## config.mk

```make
export PLATFORM = sky130hd
export DESIGN_NAME = init_profile_gen
export DESIGN_NICKNAME = d
export VERILOG_FILES = /design/src/rtl/drum_init_pkg.sv /design/src/rtl/profile_stepper.sv /design/src/rtl/init_profile_gen.sv
export SDC_FILE = /design/constraint.sdc
export NUM_CORES = 1
export LEC_CHECK = 0
export CORE_ASPECT_RATIO = 1.75
export CORE_MARGIN = 2
export CORE_UTILIZATION = 45
export CTS_BUF_LIST = sky130_fd_sc_hd__clkbuf_4 sky130_fd_sc_hd__clkbuf_8
export DETAILED_ROUTE_END_ITERATION = 16
export MAX_ROUTING_LAYER = met4
export PLACE_DENSITY = 0.61
export RECOVER_POWER = 100
export SLEW_MARGIN = 10
export SYNTH_ARGS = -nofsm -noshare
export SYNTH_HDL_FRONTEND = slang
export SYNTH_SLANG_ARGS = --single-unit
```

## constraint.sdc

```tcl
create_clock -name clk -period 7.75 [get_ports clk]
set_clock_uncertainty 0.15 [all_clocks]
set_input_delay 1.1625 -clock clk [delete_from_list [all_inputs] [get_ports clk]]
set_output_delay 1.1625 -clock clk [all_outputs]
set_load 0.05 [all_outputs]
```

## src/rtl/drum_init_pkg.sv

```systemverilog
// -----------------------------------------------------------------------------
// drum_init_pkg
// Shared definitions for the drum-mesh initialisation path.
//   - mode_t   : profile shape selector (column triangle / pyramid pluck)
//   - state_t  : generator FSM states
//   - DEF_WIDTH / DEF_PEAK : default node-value format shared with the
//     node-update modules (signed fixed point 1.17, apex 0.25)
//   - half_len : H = floor((N-1)/2), the ramp length of one profile axis
// -----------------------------------------------------------------------------
package drum_init_pkg;

    localparam int                   DEF_WIDTH = 18;
    localparam logic [DEF_WIDTH-1:0] DEF_PEAK  = 18'h08000;

    typedef enum logic {
        MODE_TRI_1D  = 1'b0,
        MODE_PYRAMID = 1'b1
    } mode_t;

    typedef enum logic [1:0] {
        IDLE,
        EMIT,
        DONE
    } state_t;

    function automatic int half_len(input int n);
        return (n - 1) / 2;
    endfunction

endpackage

```

## src/rtl/profile_stepper.sv

```systemverilog
// -----------------------------------------------------------------------------
// profile_stepper
// Walks p(i) = floor(k(i) * PEAK / H) along one mesh axis without a divider.
// The value advances by the quotient Q = PEAK / H per step while an error
// term accumulates the remainder R = PEAK % H; whenever the error wraps past
// H a unit carry (or borrow) is applied, so the result is exact at every i.
//
// Ports:
//   clk    in   system clock
//   rst_n  in   synchronous active-low reset
//   inc    in   step up one position on the rising ramp
//   dec    in   step down one position on the falling ramp
//   clr    in   return to position 0 (value 0, error 0); wins over inc/dec
//   value  out  current profile value, WIDTH bits
// -----------------------------------------------------------------------------
module profile_stepper #(
    parameter int               WIDTH = 18,
    parameter int               N     = 30,
    parameter logic [WIDTH-1:0] PEAK  = 18'h08000
) (
    input  logic             clk,
    input  logic             rst_n,
    input  logic             inc,
    input  logic             dec,
    input  logic             clr,
    output logic [WIDTH-1:0] value
);

    localparam int H  = (N - 1) / 2;
    localparam int EW = $clog2(H) + 1;
    localparam int Q  = int'(PEAK) / H;
    localparam int R  = int'(PEAK) % H;

    localparam logic [WIDTH:0]         Q_V   = (WIDTH + 1)'(Q);
    localparam logic [WIDTH:0]         ONE_V = (WIDTH + 1)'(1);
    localparam logic signed [EW:0]     R_E   = (EW + 1)'(R);
    localparam logic signed [EW:0]     H_E   = (EW + 1)'(H);

    // One guard bit above WIDTH so intermediate sums never alias negative.
    logic [WIDTH:0]        r_value;
    logic signed [EW-1:0]  r_err;

    // err +/- R can reach 2H-2 or dip to -(H-1); one extra bit holds both.
    logic signed [EW:0]    w_err_up;
    logic signed [EW:0]    w_err_dn;

    assign w_err_up = $signed({r_err[EW-1], r_err}) + R_E;
    assign w_err_dn = $signed({r_err[EW-1], r_err}) - R_E;

    // NOTE: state registers use non-blocking assignments so every flop samples
    // the pre-edge value of its neighbours regardless of statement order.
    always_ff @(posedge clk) begin
        if (!rst_n || clr) begin
            r_value <= '0;
            r_err   <= '0;
        end else if (inc) begin
            if (w_err_up >= H_E) begin
                r_err   <= EW'(w_err_up - H_E);
                r_value <= r_value + Q_V + ONE_V;
            end else begin
                r_err   <= EW'(w_err_up);
                r_value <= r_value + Q_V;
            end
        end else if (dec) begin
            if (w_err_dn[EW]) begin
                r_err   <= EW'(w_err_dn + H_E);
                r_value <= r_value - Q_V - ONE_V;
            end else begin
                r_err   <= EW'(w_err_dn);
                r_value <= r_value - Q_V;
            end
        end
    end

    assign value = r_value[WIDTH-1:0];

endmodule

```

## src/rtl/init_profile_gen.sv

```systemverilog
// -----------------------------------------------------------------------------
// init_profile_gen
// Streams the N_ROWS x N_COLS initial displacement of the drum mesh in
// row-major order over a valid/ready handshake. Mode 0 repeats a column
// triangle on every row; mode 1 emits a pyramid min(p(row), p(col)).
// Two profile_stepper instances produce p(row) and p(col) exactly.
//
// Build option:
//   INIT_CHECKSUM_EN  when defined, checksum accumulates the sign-extended
//                     out_data of every handshake (cleared on start, held in
//                     IDLE); when undefined checksum is tied to 0.
//
// Ports:
//   clk        in   system clock
//   rst_n      in   synchronous active-low reset
//   start      in   begin a frame (honoured only in IDLE)
//   mode       in   0 = column triangle, 1 = pyramid; latched on start
//   out_valid  out  out_data/out_row/out_col/out_last are valid
//   out_ready  in   consumer accepts the current beat
//   out_data   out  node value, signed 1.17
//   out_row    out  row index of out_data
//   out_col    out  column index of out_data
//   out_last   out  final node (N_ROWS-1, N_COLS-1)
//   busy       out  frame in progress
//   done       out  one-cycle pulse after the last handshake
//   checksum   out  running 32-bit sum of emitted values
// -----------------------------------------------------------------------------
module init_profile_gen
    import drum_init_pkg::*;
#(
    parameter int               WIDTH  = DEF_WIDTH,
    parameter int               N_ROWS = 30,
    parameter int               N_COLS = 30,
    parameter logic [WIDTH-1:0] PEAK   = DEF_PEAK
) (
    input  logic                      clk,
    input  logic                      rst_n,
    input  logic                      start,
    input  logic                      mode,
    output logic                      out_valid,
    input  logic                      out_ready,
    output logic [WIDTH-1:0]          out_data,
    output logic [$clog2(N_ROWS)-1:0] out_row,
    output logic [$clog2(N_COLS)-1:0] out_col,
    output logic                      out_last,
    output logic                      busy,
    output logic                      done,
    output logic [31:0]               checksum
);

    localparam int RW    = $clog2(N_ROWS);
    localparam int CW    = $clog2(N_COLS);
    localparam int ROW_H = half_len(N_ROWS);
    localparam int COL_H = half_len(N_COLS);

    // Next-index thresholds: inc while next <= H, dec while next > N-1-H.
    // One extra bit so index+1 never wraps when N is a power of two.
    localparam logic [RW:0]   ROW_INC_MAX = (RW + 1)'(ROW_H);
    localparam logic [RW:0]   ROW_DEC_MIN = (RW + 1)'(N_ROWS - 1 - ROW_H);
    localparam logic [CW:0]   COL_INC_MAX = (CW + 1)'(COL_H);
    localparam logic [CW:0]   COL_DEC_MIN = (CW + 1)'(N_COLS - 1 - COL_H);
    localparam logic [RW-1:0] ROW_LAST    = RW'(N_ROWS - 1);
    localparam logic [CW-1:0] COL_LAST    = CW'(N_COLS - 1);

    state_t        r_state;
    mode_t         r_mode;
    logic [RW-1:0] r_row;
    logic [CW-1:0] r_col;
    logic          r_valid;
    logic          r_busy;
    logic          r_done;

    logic             w_accept;
    logic             w_fire;
    logic             w_col_end;
    logic             w_last;
    logic [RW:0]      w_row_nxt;
    logic [CW:0]      w_col_nxt;
    logic             w_row_inc;
    logic             w_row_dec;
    logic             w_row_clr;
    logic             w_col_inc;
    logic             w_col_dec;
    logic             w_col_clr;
    logic [WIDTH-1:0] w_row_val;
    logic [WIDTH-1:0] w_col_val;
    logic [WIDTH-1:0] w_pyr;
    logic [WIDTH-1:0] w_data;

    assign w_accept  = (r_state == IDLE) && start;
    assign w_fire    = r_valid && out_ready;
    assign w_col_end = (r_col == COL_LAST);
    assign w_last    = w_col_end && (r_row == ROW_LAST);
    assign w_row_nxt = {1'b0, r_row} + (RW + 1)'(1);
    assign w_col_nxt = {1'b0, r_col} + (CW + 1)'(1);

    // Column stepper restarts at every row wrap; the row stepper only moves
    // on a wrap. Both clear on the last beat so DONE/IDLE present zeros.
    assign w_col_clr = w_accept || (w_fire && w_col_end);
    assign w_col_inc = w_fire && !w_col_end && (w_col_nxt <= COL_INC_MAX);
    assign w_col_dec = w_fire && !w_col_end && (w_col_nxt >  COL_DEC_MIN);
    assign w_row_clr = w_accept || (w_fire && w_last);
    assign w_row_inc = w_fire && w_col_end && !w_last && (w_row_nxt <= ROW_INC_MAX);
    assign w_row_dec = w_fire && w_col_end && !w_last && (w_row_nxt >  ROW_DEC_MIN);

    profile_stepper #(
        .WIDTH (WIDTH),
        .N     (N_ROWS),
        .PEAK  (PEAK)
    ) u_row_stepper (
        .clk   (clk),
        .rst_n (rst_n),
        .inc   (w_row_inc),
        .dec   (w_row_dec),
        .clr   (w_row_clr),
        .value (w_row_val)
    );

    profile_stepper #(
        .WIDTH (WIDTH),
        .N     (N_COLS),
        .PEAK  (PEAK)
    ) u_col_stepper (
        .clk   (clk),
        .rst_n (rst_n),
        .inc   (w_col_inc),
        .dec   (w_col_dec),
        .clr   (w_col_clr),
        .value (w_col_val)
    );

    always_ff @(posedge clk) begin
        if (!rst_n) begin
            r_state <= IDLE;
            r_mode  <= MODE_TRI_1D;
            r_row   <= '0;
            r_col   <= '0;
            r_valid <= 1'b0;
            r_busy  <= 1'b0;
            r_done  <= 1'b0;
        end else begin
            r_done <= 1'b0;
            case (r_state)
                IDLE: begin
                    if (start) begin
                        r_state <= EMIT;
                        r_mode  <= mode_t'(mode);
                        r_row   <= '0;
                        r_col   <= '0;
                        r_valid <= 1'b1;
                        r_busy  <= 1'b1;
                    end
                end
                EMIT: begin
                    if (w_fire) begin
                        if (w_last) begin
                            r_state <= DONE;
                            r_row   <= '0;
                            r_col   <= '0;
                            r_valid <= 1'b0;
                            r_busy  <= 1'b0;
                            r_done  <= 1'b1;
                        end else if (w_col_end) begin
                            r_col <= '0;
                            r_row <= r_row + RW'(1);
                        end else begin
                            r_col <= r_col + CW'(1);
                        end
                    end
                end
                DONE: begin
                    r_state <= IDLE;
                end
                default: begin
                    r_state <= IDLE;
                end
            endcase
        end
    end

    assign w_pyr  = (w_row_val < w_col_val) ? w_row_val : w_col_val;
    assign w_data = (r_mode == MODE_PYRAMID) ? w_pyr : w_col_val;

    assign out_valid = r_valid;
    assign out_data  = r_valid ? w_data : '0;
    assign out_row   = r_row;
    assign out_col   = r_col;
    assign out_last  = r_valid && w_last;
    assign busy      = r_busy;
    assign done      = r_done;

`ifdef INIT_CHECKSUM_EN
    logic [31:0] r_checksum;

    always_ff @(posedge clk) begin
        if (!rst_n || w_accept) begin
            r_checksum <= '0;
        end else if (w_fire) begin
            r_checksum <= r_checksum + {{(32 - WIDTH){out_data[WIDTH-1]}}, out_data};
        end
    end

    assign checksum = r_checksum;
`else
    assign checksum = 32'd0;
`endif

endmodule

```

==> results.rst, run 1 <==
.. list-table::
   :header-rows: 1

   * - Metric
     - Value
   * - Power Dens Cells
     - between 100 and 150 nW/um^2
   * - Post-route minimum period
     - about 5.5 ns
   * - Effective utilization at floorplan
     - 0.456
   * - Highest attainable clock frequency
     - ~180 MHz
   * - Avg Inst Size Synth
     - about 7.4 um^2
   * - Root Driver
     - clkbuf_8
   * - Seq cells post-synth
     - just under 60
   * - Critical Setup Path Class
     - flip-flop to primary output
   * - Synth warnings
     - 0
   * - Die outline height
     - between 150 and 200 um
   * - Global-route total usage across every layer
     - 0.248
   * - Worst-case clock buffer depth
     - 2
   * - Vias after detailed routing
     - around 6800
   * - Worst-path maximum fanout
     - 18
   * - Unrepaired setup endpoints after global routing
     - no
   * - I/O pin count
     - 69
   * - Syn Std Cell Area
     - approximately 7000 um^2
   * - Average detailed-routed wire length per instance
     - between 15 and 20 um
   * - Number of enable-type register cells in the synthesized netlist
     - 0
   * - Leakage dissipation
     - 2.54 nW
   * - Yosys cell types
     - 82
   * - Path class of the lowest-slack min-delay path
     - flip-flop to flip-flop
   * - Share of synthesized flip-flops with an asynchronous set or reset
     - 0
   * - Count of inserted antenna diode cells
     - 0
   * - Share of final-layout standard cells stronger than drive strength 1
     - 0.0583
   * - # setup viols final
     - 0
   * - Num Clock Sinks
     - 59
   * - Number of violations reported at the end of detailed-routing iteration 0
     - 360
   * - Number of hold-slack violations in the final timing report
     - 0
   * - Global-route congestion overflow total
     - 0
   * - CP Launch Type
     - flip-flop
   * - Number of antenna violations at the first check in global routing
     - 0
   * - Global-route wire length before repair
     - ~33000 um
   * - Post-detailed-placement half-perimeter wirelength
     - 15000 um
   * - Worst endpoint required time
     - between 6 and 7 ns
   * - Site row count
     - 60
   * - Residual antenna-violating net count after detailed routing
     - 0
   * - DRC viols
     - 0
   * - Area of the multi-input gates
     - between 5000 and 6000 um^2
   * - Number of post-CTS setup repair buffers
     - 0
   * - Horizontal die dimension
     - around 98 um
   * - Period utilisation layout
     - 0.709
   * - Post-Syn Instances
     - approximately 950
   * - Total die area
     - approximately 17000 um^2
   * - Buffers added on ports
     - 36
   * - Final cell count without fillers
     - around 1100
   * - Total wirelength of the detailed-routed design
     - 20100 um
   * - Htree depth
     - 3
   * - Final GP Congestion
     - 0.911
   * - Most instantiated flip-flop cell in the synthesis netlist
     - dfxtp_1
   * - Sequential cell area fraction in the yosys report
     - 0.169
   * - Storage element area
     - around 1200 um^2
   * - Via-to-Cell Ratio
     - 5.99
   * - Maximum VDD drop
     - slightly above 0.00007 V
   * - Cts bufs inserted
     - 9
   * - CP arrival
     - ~4.2 ns
   * - Insertion delay of the later-clocked pin in the worst-skew pair
     - about 0.38 ns
   * - Post-route setup TNS
     - 0 ns
   * - Slew margin rel.
     - 0.291
   * - Total count of max-transition violations in the final report
     - 0
   * - Placed instance count
     - 1114
   * - Final-layout fill cell count
     - ~1600
   * - Maximum number of pins on one net before global-route repair
     - 23
   * - Tightest Pin Transition
     - about 1.1 ns
   * - R2R depth
     - 10
   * - Count of instances resized after the clock tree is built
     - 0
   * - Result of the run
     - completed
   * - Layout Nets
     - approximately 990
   * - Area of the placeable core
     - 15300 um^2
   * - Clock transition at the register clock pins on the worst setup and hold paths after CTS
     - ~0.08 ns
   * - Hold Crit Depth
     - 1
   * - Number of global-route vias before repair
     - approximately 6400
   * - Worst setup EP type
     - primary output
   * - TritonCTS clock tree
     - yes
   * - Area growth syn-to-layout
     - 5.89%
   * - Number of detailed-route iterations in the first pass
     - 5
   * - Max-Cap Viols
     - 0
   * - # hold bufs at CTS
     - 0
layout by cell type (no fill, tap or decap), types with 11 or more instances in the layout:
| cell type | count |
|---|---|
| a211oi_1 | 13 |
| a21oi_1 | 45 |
| a221oi_1 | 14 |
| a31oi_1 | 12 |
| and3_1 | 11 |
| conb_1 | 32 |
| dfxtp_1 | 59 |
| dlygate4sd3_1 | 34 |
| ha_1 | 47 |
| inv_1 | 41 |
| mux2i_1 | 26 |
| nand2_1 | 65 |
| nand2b_1 | 13 |
| nand3_1 | 26 |
| nand4_1 | 14 |
| nor2_1 | 100 |
| nor2b_1 | 13 |
| nor3_1 | 25 |
| o211ai_1 | 13 |
| o21ai_0 | 45 |
| o31ai_1 | 11 |
| or3_1 | 13 |
| xnor2_1 | 62 |
| xor2_1 | 17 |
metal layers:
metal	track usage	wire length (um)	part of all wire
met5	-	0	0
met4	0.108	769	0.038
met3	0.0301	744	0.037
met2	0.437	10500	0.52
met1	0.281	8060	0.40
sequential cells by signal (all words and copies together), names as in the netlist:
name / count
u_col_stepper.r_value: 18
u_row_stepper.r_value: 18
out_col: 5
out_row: 5
u_col_stepper.r_err: 4
u_row_stepper.r_err: 4
r_state: 2
busy: 1
done: 1
r_mode: 1
worst max-delay path: stages, from the launching register on:
cell and delay, ns:
dfxtp_1 0.68, inv_1 0.17, ha_1 0.31, a21o_1 0.15, a2111oi_0 0.49, o21ai_0 0.22
a31oi_2 0.21, buf_4 0.35, mux2i_1 0.13, nor2_1 0.18, dlygate4sd3_1 0.92
kinds of logic (layout without fill, tap and decap cells):
| group | count (synthesis) | in the layout | share of synthesized area |
|---|---|---|---|
| AOI/OAI and AO/OA | 249 | 249 | 0.252 |
| and+or+nand+nor | 340 | 340 | 0.250 |
| DFF | 59 | 59 | 0.169 |
| buffers and inverters | 138 | 106 | 0.0992 |
| xor gates and xnor gates | 79 | 79 | 0.0990 |
| other | 1 | 32 | 0.000537 |
| muxes | 29 | 29 | 0.0421 |
| adders and majority gates | 50 | 50 | 0.0885 |
cell type report:
type,instances,area share
clock buffer,9,0.0167
clock inverter,7,0.00609
inverter,46,0.0233
multi-input combinational,779,0.707
sequential,59,0.160
tap,186,0.0315
timing repair buffer,44,0.0558
power breakdown:
group	internal, W	switching [W]
Clock	0.000114	0.000155
Combinational	0.0000422	0.000108
Sequential	0.000308	0.0000134
synth_stat cells, drive strengths merged (14+ instances only):
cell type | n | area (um^2)
xnor2 | 62 | 543
nor2 | 100 | 375
a21oi | 47 | 243
o21ai | 47 | 235
a211oi | 15 | 123
nor3 | 27 | 151
inv | 42 | 158
nand4 | 16 | 113
xor2 | 17 | 149
mux2i | 26 | 260
ha | 47 | 588
clkbuf | 30 | 113
dfxtp | 59 | 1180
nand3 | 26 | 130
buf | 62 | 408
nand2 | 65 | 244
a221oi | 14 | 123
worst paths after layout:
check,to,slack (ns),start
hold / removal,r_state[0]$_SDFFE_PN0P_,0.35,r_state[1]$_SDFFE_PN0P_
setup reg to reg,u_col_stepper.r_err[4]$_SDFFE_PP0P_,3.90,out_col[0]$_SDFFE_PN0P_
setup / recovery,out_data[11],2.26,u_col_stepper.r_value[2]$_SDFFE_PP0P_
hold reg to reg,r_state[0]$_SDFFE_PN0P_,0.35,r_state[1]$_SDFFE_PN0P_
per-stage QoR:
step           hold slack [ns]  worst slack, ns  power, W   util  instance area [um^2]
2_1_floorplan            0.306             3.39  0.000461      -                  7100
3_3_place_gp             0.334             2.80  0.000480  0.473                  7240
3_5_place_dp             0.336             2.76  0.000480  0.473                  7240
4_1_cts                  0.351             2.30  0.000748  0.484                  7410
5_1_grt                  0.366             1.92  0.000770  0.483                  7400
6_report                 0.348             2.26  0.000741  0.483                  7400
Power figures use the tool's default switching activity.
==> run 2: changes to the inputs <==
--- a/config.mk
+++ b/config.mk
@@ -11,7 +11,7 @@
 export CTS_BUF_LIST = sky130_fd_sc_hd__clkbuf_4 sky130_fd_sc_hd__clkbuf_8
 export DETAILED_ROUTE_END_ITERATION = 16
 export MAX_ROUTING_LAYER = met4
-export PLACE_DENSITY = 0.61
+export PLACE_DENSITY = 0.64
 export RECOVER_POWER = 100
 export SLEW_MARGIN = 10
 export SYNTH_ARGS = -nofsm -noshare
==> constraint.sdc (replaced) <==
create_clock -name clk -period 5.05 [get_ports clk]
set_clock_uncertainty 0.15 [all_clocks]
set_input_delay 0.7575 -clock clk [delete_from_list [all_inputs] [get_ports clk]]
set_output_delay 0.7575 -clock clk [all_outputs]
set_load 0.05 [all_outputs]
==> results.rst, run 2 (synthesized netlist as in run 1, its figures left out) <==
.. list-table::
   :header-rows: 1

   * - Metric
     - Value
   * - Result of the run
     - completed (unchanged)
   * - Via-to-Cell Ratio
     - 6.01 (was 5.99)
   * - Clock transition at the register clock pins on the worst setup and hold paths after CTS
     - 0.08 ns (about the same)
   * - Critical path buffers and inverters
     - 3 (unchanged)
   * - Area growth syn-to-layout
     - 6.98% (was 5.89%)
   * - Number of post-CTS setup repair buffers
     - 0 (unchanged)
   * - Post-route minimum period
     - just under 5 ns
   * - Period utilisation layout
     - 0.955
   * - Max-Cap Viols
     - 0 (unchanged)
   * - Hold Crit Depth
     - 1 (unchanged)
   * - CP arrival
     - 3.92 ns (was 4.18 ns)
   * - Root Driver
     - clkbuf_8 (unchanged)
   * - Maximum number of pins on one net before global-route repair
     - 23 (unchanged)
   * - Slew margin rel.
     - 0.320 (was 0.291)
   * - Insertion delay of the later-clocked pin in the worst-skew pair
     - 0.36 ns (was 0.38 ns)
   * - Worst-path maximum fanout
     - 6 (was 18)
   * - Power Dens Cells
     - 152 nW/um^2 (was 100 nW/um^2)
   * - Site row count
     - 60 (unchanged)
   * - Final-layout fill cell count
     - 1598 (was 1607)
   * - Vias after detailed routing
     - 6933 (was 6765)
   * - Commonest non-fill, non-tap cell in the layout
     - nor2_1 (unchanged)
   * - Num Clock Sinks
     - 59 (unchanged)
   * - Critical path, cell by cell
     - inv_1 -> ha_1 -> a21o_1 -> a21o_1 -> a2111oi_0 -> o21ai_0 -> a31oi_2 -> buf_4 -> mux2i_1 -> nor2_1 -> clkdlybuf4s50_1 (was inv_1 -> ha_1 -> a21o_1 -> a2111oi_0 -> o21ai_0 -> a31oi_2 -> buf_4 -> mux2i_1 -> nor2_1 -> dlygate4sd3_1)
   * - Area of the placeable core
     - 15300 um^2 (unchanged)
   * - Leakage dissipation
     - 2.57 nW (was 2.54 nW)
   * - Horizontal die dimension
     - 98.2 um (unchanged)
   * - Post-detailed-placement half-perimeter wirelength
     - 15700 um (was 15000 um)
   * - Count of instances resized after the clock tree is built
     - 0 (unchanged)
   * - Count of inserted antenna diode cells
     - 0 (unchanged)
   * - Average detailed-routed wire length per instance
     - 18.0 um (was 17.8 um)
   * - Total wirelength of the detailed-routed design
     - 20800 um (was 20100 um)
   * - Crit. path cell count
     - 11 (was 10)
   * - Worst setup EP type
     - primary output (unchanged)
   * - CP Launch Type
     - flip-flop (unchanged)
   * - Number of detailed-route iterations in the first pass
     - 5 (unchanged)
   * - Number of global-route vias before repair
     - 6786 (was 6389)
   * - Worst endpoint required time
     - 4.14 ns (was 6.44 ns)
   * - Global-route total usage across every layer
     - 0.256 (was 0.248)
   * - Slowest-stage cell, CP
     - clkdlybuf4s50_1 (was dlygate4sd3_1)
   * - TritonCTS clock tree
     - yes (unchanged)
   * - Die outline height
     - 169 um (unchanged)
   * - Maximum VDD drop
     - 0.0000883 V (was 0.0000707 V)
   * - Critical Setup Path Class
     - flip-flop to primary output (unchanged)
   * - Final-layout worst hold slack
     - 0.365 ns (was 0.348 ns)
   * - Global-route congestion overflow total
     - 0 (unchanged)
   * - DRC viols
     - 0 (unchanged)
   * - Number of antenna violations at the first check in global routing
     - 0 (unchanged)
   * - Least setup slack across all paths after layout
     - 0.227 ns (was 2.26 ns)
   * - # setup viols final
     - 0 (unchanged)
   * - Path class of the lowest-slack min-delay path
     - flip-flop to flip-flop (unchanged)
   * - Number of hold-slack violations in the final timing report
     - 0 (unchanged)
   * - Kind of cell adding the most delay to the critical path
     - compound AO/OA/AOI/OAI gates (was buffers and inverters)
   * - Highest attainable clock frequency
     - between 200 and 250 MHz
   * - Buffers added on ports
     - 36 (unchanged)
   * - Largest registers in the final layout
     - u_col_stepper.r_value: 18 flops, u_row_stepper.r_value: 18 flops (unchanged)
   * - Effective utilization at floorplan
     - 0.456 (unchanged)
   * - Share of final-layout standard cells stronger than drive strength 1
     - 0.0785 (was 0.0583)
   * - Worst-case clock buffer depth
     - 2 (unchanged)
   * - Final GP Congestion
     - 0.946 (was 0.911)
   * - # hold bufs at CTS
     - 0 (unchanged)
   * - Residual antenna-violating net count after detailed routing
     - 0 (unchanged)
   * - I/O pin count
     - 69 (unchanged)
   * - Number of violations reported at the end of detailed-routing iteration 0
     - 304 (was 360)
   * - R2R depth
     - 10 (unchanged)
   * - Highest cell delay on the worst timing path
     - 0.85 ns (was 0.92 ns)
   * - Worst-case setup slack after placement
     - 0.552 ns (was 2.76 ns)
   * - Layout Nets
     - 1015 (was 991)
   * - Total die area
     - 16600 um^2 (unchanged)
   * - Global-route wire length before repair
     - 33600 um (was 32600 um)
   * - Cts bufs inserted
     - 9 (unchanged)
   * - Htree depth
     - 3 (unchanged)
   * - Total count of max-transition violations in the final report
     - 0 (unchanged)
   * - Tightest Pin Transition
     - 1.02 ns (was 1.06 ns)
   * - Most common cell on crit path
     - a21o_1
   * - Most frequent cells in the layout
     - 100 x nor2_1, 65 x nand2_1, 62 x xnor2_1 (unchanged)
==> run 2: area by class of cell <==
| class | count | area, um^2 | area share |
|---|---|---|---|
| inverter | 46 | 173 | 0.0231 |
| clock inverter | 7 | 45.0 | 0.00603 |
| multi-input combinational | 779 | 5220 | 0.698 |
| sequential | 59 | 1180 | 0.158 |
| timing repair buffer | 68 | 502 | 0.0671 |
| tap | 186 | 233 | 0.0311 |
| clock buffer | 9 | 124 | 0.0166 |
==> run 2: worst paths after layout <==
path	end	from	slack [ns]
max	out_data[17]	u_col_stepper.r_value[1]$_SDFFE_PP0P_	0.23
min	r_state[0]$_SDFFE_PN0P_	r_state[1]$_SDFFE_PN0P_	0.36
max reg2reg	u_row_stepper.r_value[14]$_SDFFE_PP0P_	u_row_stepper.r_value[2]$_SDFFE_PP0P_	0.79
min reg2reg	r_state[0]$_SDFFE_PN0P_	r_state[1]$_SDFFE_PN0P_	0.36
==> run 2: stage by stage <==
stage          area, um^2   util  total power, W  std cells  TNS [ns]
3_3_place_gp         7420  0.484        0.000742       1138         0
4_1_cts              7580  0.495         0.00115       1154         0
6_report             7480  0.488         0.00114       1154         0
5_1_grt              7480  0.488         0.00119       1154   -0.0433
2_1_floorplan        7100      -        0.000707        976         0
3_5_place_dp         7420  0.484        0.000743       1138         0
==> run 2: report_power, final <==
group          internal (W)  switching (W)
Clock              0.000175       0.000230
Sequential         0.000473      0.0000133
Combinational     0.0000687       0.000175
Total              0.000717       0.000419
==> run 2: routing by layer <==
metal / wire, um / part of all wire / track usage / up-vias
met5: 0 / 0 / - / -
met4: 1010 / 0.048 / 0.137 / 0
met3: 769 / 0.037 / 0.0314 / 70
met2: 11000 / 0.53 / 0.460 / 247
met1: 8010 / 0.39 / 0.271 / 3209
li1: - / - / - / 3407
==> run 3: changes to the inputs <==
--- a/config.mk
+++ b/config.mk
@@ -10,6 +10,7 @@
 export CORE_UTILIZATION = 45
 export CTS_BUF_LIST = sky130_fd_sc_hd__clkbuf_4 sky130_fd_sc_hd__clkbuf_8
 export DETAILED_ROUTE_END_ITERATION = 16
+export HOLD_SLACK_MARGIN = 0.03
 export MAX_ROUTING_LAYER = met4
 export PLACE_DENSITY = 0.64
 export RECOVER_POWER = 100
==> results of run 3 <==
The final DEF is identical to that of run 2; final timing and power are the same.
==> edit: new RTL, settings of run 3 <==
Re-encode `state_t` (3 states) as one-hot, 3 bits wide.
--- a/src/rtl/drum_init_pkg.sv
+++ b/src/rtl/drum_init_pkg.sv
@@ -17,10 +17,10 @@
         MODE_PYRAMID = 1'b1
     } mode_t;
 
-    typedef enum logic [1:0] {
-        IDLE,
-        EMIT,
-        DONE
+    typedef enum logic [2:0] {
+        IDLE = 3'b001,
+        EMIT = 3'b010,
+        DONE = 3'b100
     } state_t;
 
     function automatic int half_len(input int n);
Function: same outputs for any inputs over 10 cycles, from zero or initial values and one cycle with rst_n low; not proved beyond that.
==> edit against run 3 <==
  * Final area down 1.3%
  * Setup slack better by 0.13 ns
  * Via count up 1.8%
  * Critical path depth down 1
  * Critical path type unchanged
  * Highest routed layer unchanged
  * Routed wire length up 0.84%
  * Largest cell class unchanged
  * Synthesized cell count up 2.0%
  * Core utilization down 0.38 points
  * Total power up 10%
  * Sequential cell count up 1
  * Cell count up 0.26%
  * Synthesized area down 0.75%
  * Critical endpoint is now out_data[7]
==> edit: results (changes against run 3) <==
Status
The flow ran to the end, and the final reports show no timing, DRC or antenna violations.

Drt
The total number of vias is 7057 (+1.8%). The overall routed net length is 20900 um (+0.84%). The DRC marker count from the first detailed-route iteration is 369 (+21%). The average via count per standard cell came to 6.10 (+1.5%).

Worst setup path
Following the worst setup path forward leads to its endpoint at out_data[7]. The source of the worst register-to-register timing path is u_col_stepper.r_value[2]. The most critical setup path has its startpoint at u_col_stepper.r_value[12]. In this run the critical register-to-register path is captured at u_col_stepper.r_value[14]. The highest fanout seen on the critical path is 22 (+16).

The signal arrival time at the worst endpoint came to 3.78 ns (-0.14 ns).

Global route
The global routing met2 resource utilization is 46.4% (+0.39 points). The pin count of the biggest net entering global routing came to 43 (+87%). The global-route met3 utilization is 2.49% (-0.65 points). The number of global-route vias before repair is 6958 (+2.5%).

The global-route wire length before repair is 34400 um (+2.4%). The total global routing track utilization is 26.2% (+0.57 points).

Cells and area
The fraction of layout instances using a drive strength above 1 is 6.69% (-1.2 points). The final net count is 1018 (+0.30%). The total of fill cells in the finished design is 1634 (+2.3%).

Yosys
The share of synthesized area occupied by flip-flops and latches is 17.3% (+0.42 points). The synthesized instance count was 964 (+2.0%). The commonest cells after synthesis are 84 x nor2_1, 68 x nand2_1, 60 x dfxtp_1. The distinct cell type count of the synthesized netlist came to 87 (+6.1%). In the post-synthesis netlist, the biggest area contributors are dfxtp_1 17%, ha_1 8.5%, xnor2_1 6.9%.

Pwr
The leakage power is 0.00272 uW (+5.9%). The worst supply voltage drop on vdd is 0.000111 V (+25%).

Timing
The measured slew at the worst slew-check pin is 1.15 ns (+0.128 ns). The shortest clock period the worst path allows after layout is 4.69 ns (-0.131 ns).

CTS
The number of buffers inserted by post-CTS setup repair is 0 (unchanged).

Placement
The placement-stage worst setup slack was 0.861 ns (+0.309 ns). The number of placed instances, taps included is 1141 (+0.26%). The post-detailed-placement half-perimeter wirelength was 15700 um (+0.12%). The routability congestion estimate is 0.958 (+1.2%).
## edit: changes by cell type after synthesis, sizes merged, moves of 5 or more
cell	before	now
or3	13	7
xnor2	62	55
clkbuf	30	41
nand3	26	57
a21o	8	13
a211o	0	8
nor2	100	85
o211ai	13	8
o21ai	47	76
a31o	5	0
a21oi	47	54
mux2i	26	4
## edit: stage by stage
step	area, um2	power (uW)
after floorplan	7050	710
after global placement	7250	743
after detailed placement	7250	745
after CTS	7470	1260
after global routing	7380	1300
final	7380	1250
## edit: how the worst min path moves through the flow
stage / startpoint / to / slack (ns) / cells after the start
after floorplan: r_mode / r_mode / 0.31 / 2
after global placement: r_mode / r_mode / 0.36 / 2
after detailed placement: u_col_stepper.r_err[4] / u_col_stepper.r_err[4] / 0.37 / 2
after CTS: u_row_stepper.r_err[4] / u_row_stepper.r_err[4] / 0.38 / 2
after global routing: u_col_stepper.r_err[4] / u_col_stepper.r_err[4] / 0.40 / 2
final: u_row_stepper.r_err[4] / u_row_stepper.r_err[4] / 0.38 / 2
## edit: routing by layer
metal,vias up,wire (um)
met5,-,0
met4,0,1160
met3,80,845
met2,228,11000
met1,3310,7960
li1,3439,-
## edit: critical path: stages, from the launching register on
cell and delay [ns]:
dfxtp_1 0.58, clkinv_1 0.31, ha_1 0.37, a21o_1 0.16
a21oi_1 0.19, a21oi_1 0.14, a221o_1 0.35, a31oi_4 0.57
nand3_1 0.16, o21ai_1 0.10, clkbuf_1 0.48
## edit: power breakdown
| group | switching [uW] | internal [uW] | total, uW | leakage, uW |
|---|---|---|---|---|
| Clock | 225 | 295 | 520 | 0.000116 |
| Sequential | 13.9 | 481 | 495 | 0.000485 |
| Combinational | 177 | 61.6 | 239 | 0.00212 |
## edit: cells by family (layout without fill, tap and decap cells)
logic type / Yosys count / after routing / synth area share (%)
and+or+nand+nor: 357 / 357 / 26.2
AOI/OAI and AO/OA: 279 / 279 / 27.8
buffers and inverters: 142 / 118 / 10.0
xor gates and xnor gates: 70 / 70 / 8.84
DFF: 60 / 60 / 17.3
adders and majority gates: 50 / 50 / 8.91
muxes: 5 / 5 / 0.740
other: 1 / 32 / 0.0541
## edit: area by class of cell
cell class | count | area share (%)
multi-input combinational | 793 | 69.6
sequential | 60 | 16.3
timing repair buffer | 59 | 5.85
tap | 186 | 3.15
inverter | 43 | 2.19
clock buffer | 11 | 1.97
clock inverter | 5 | 1.02
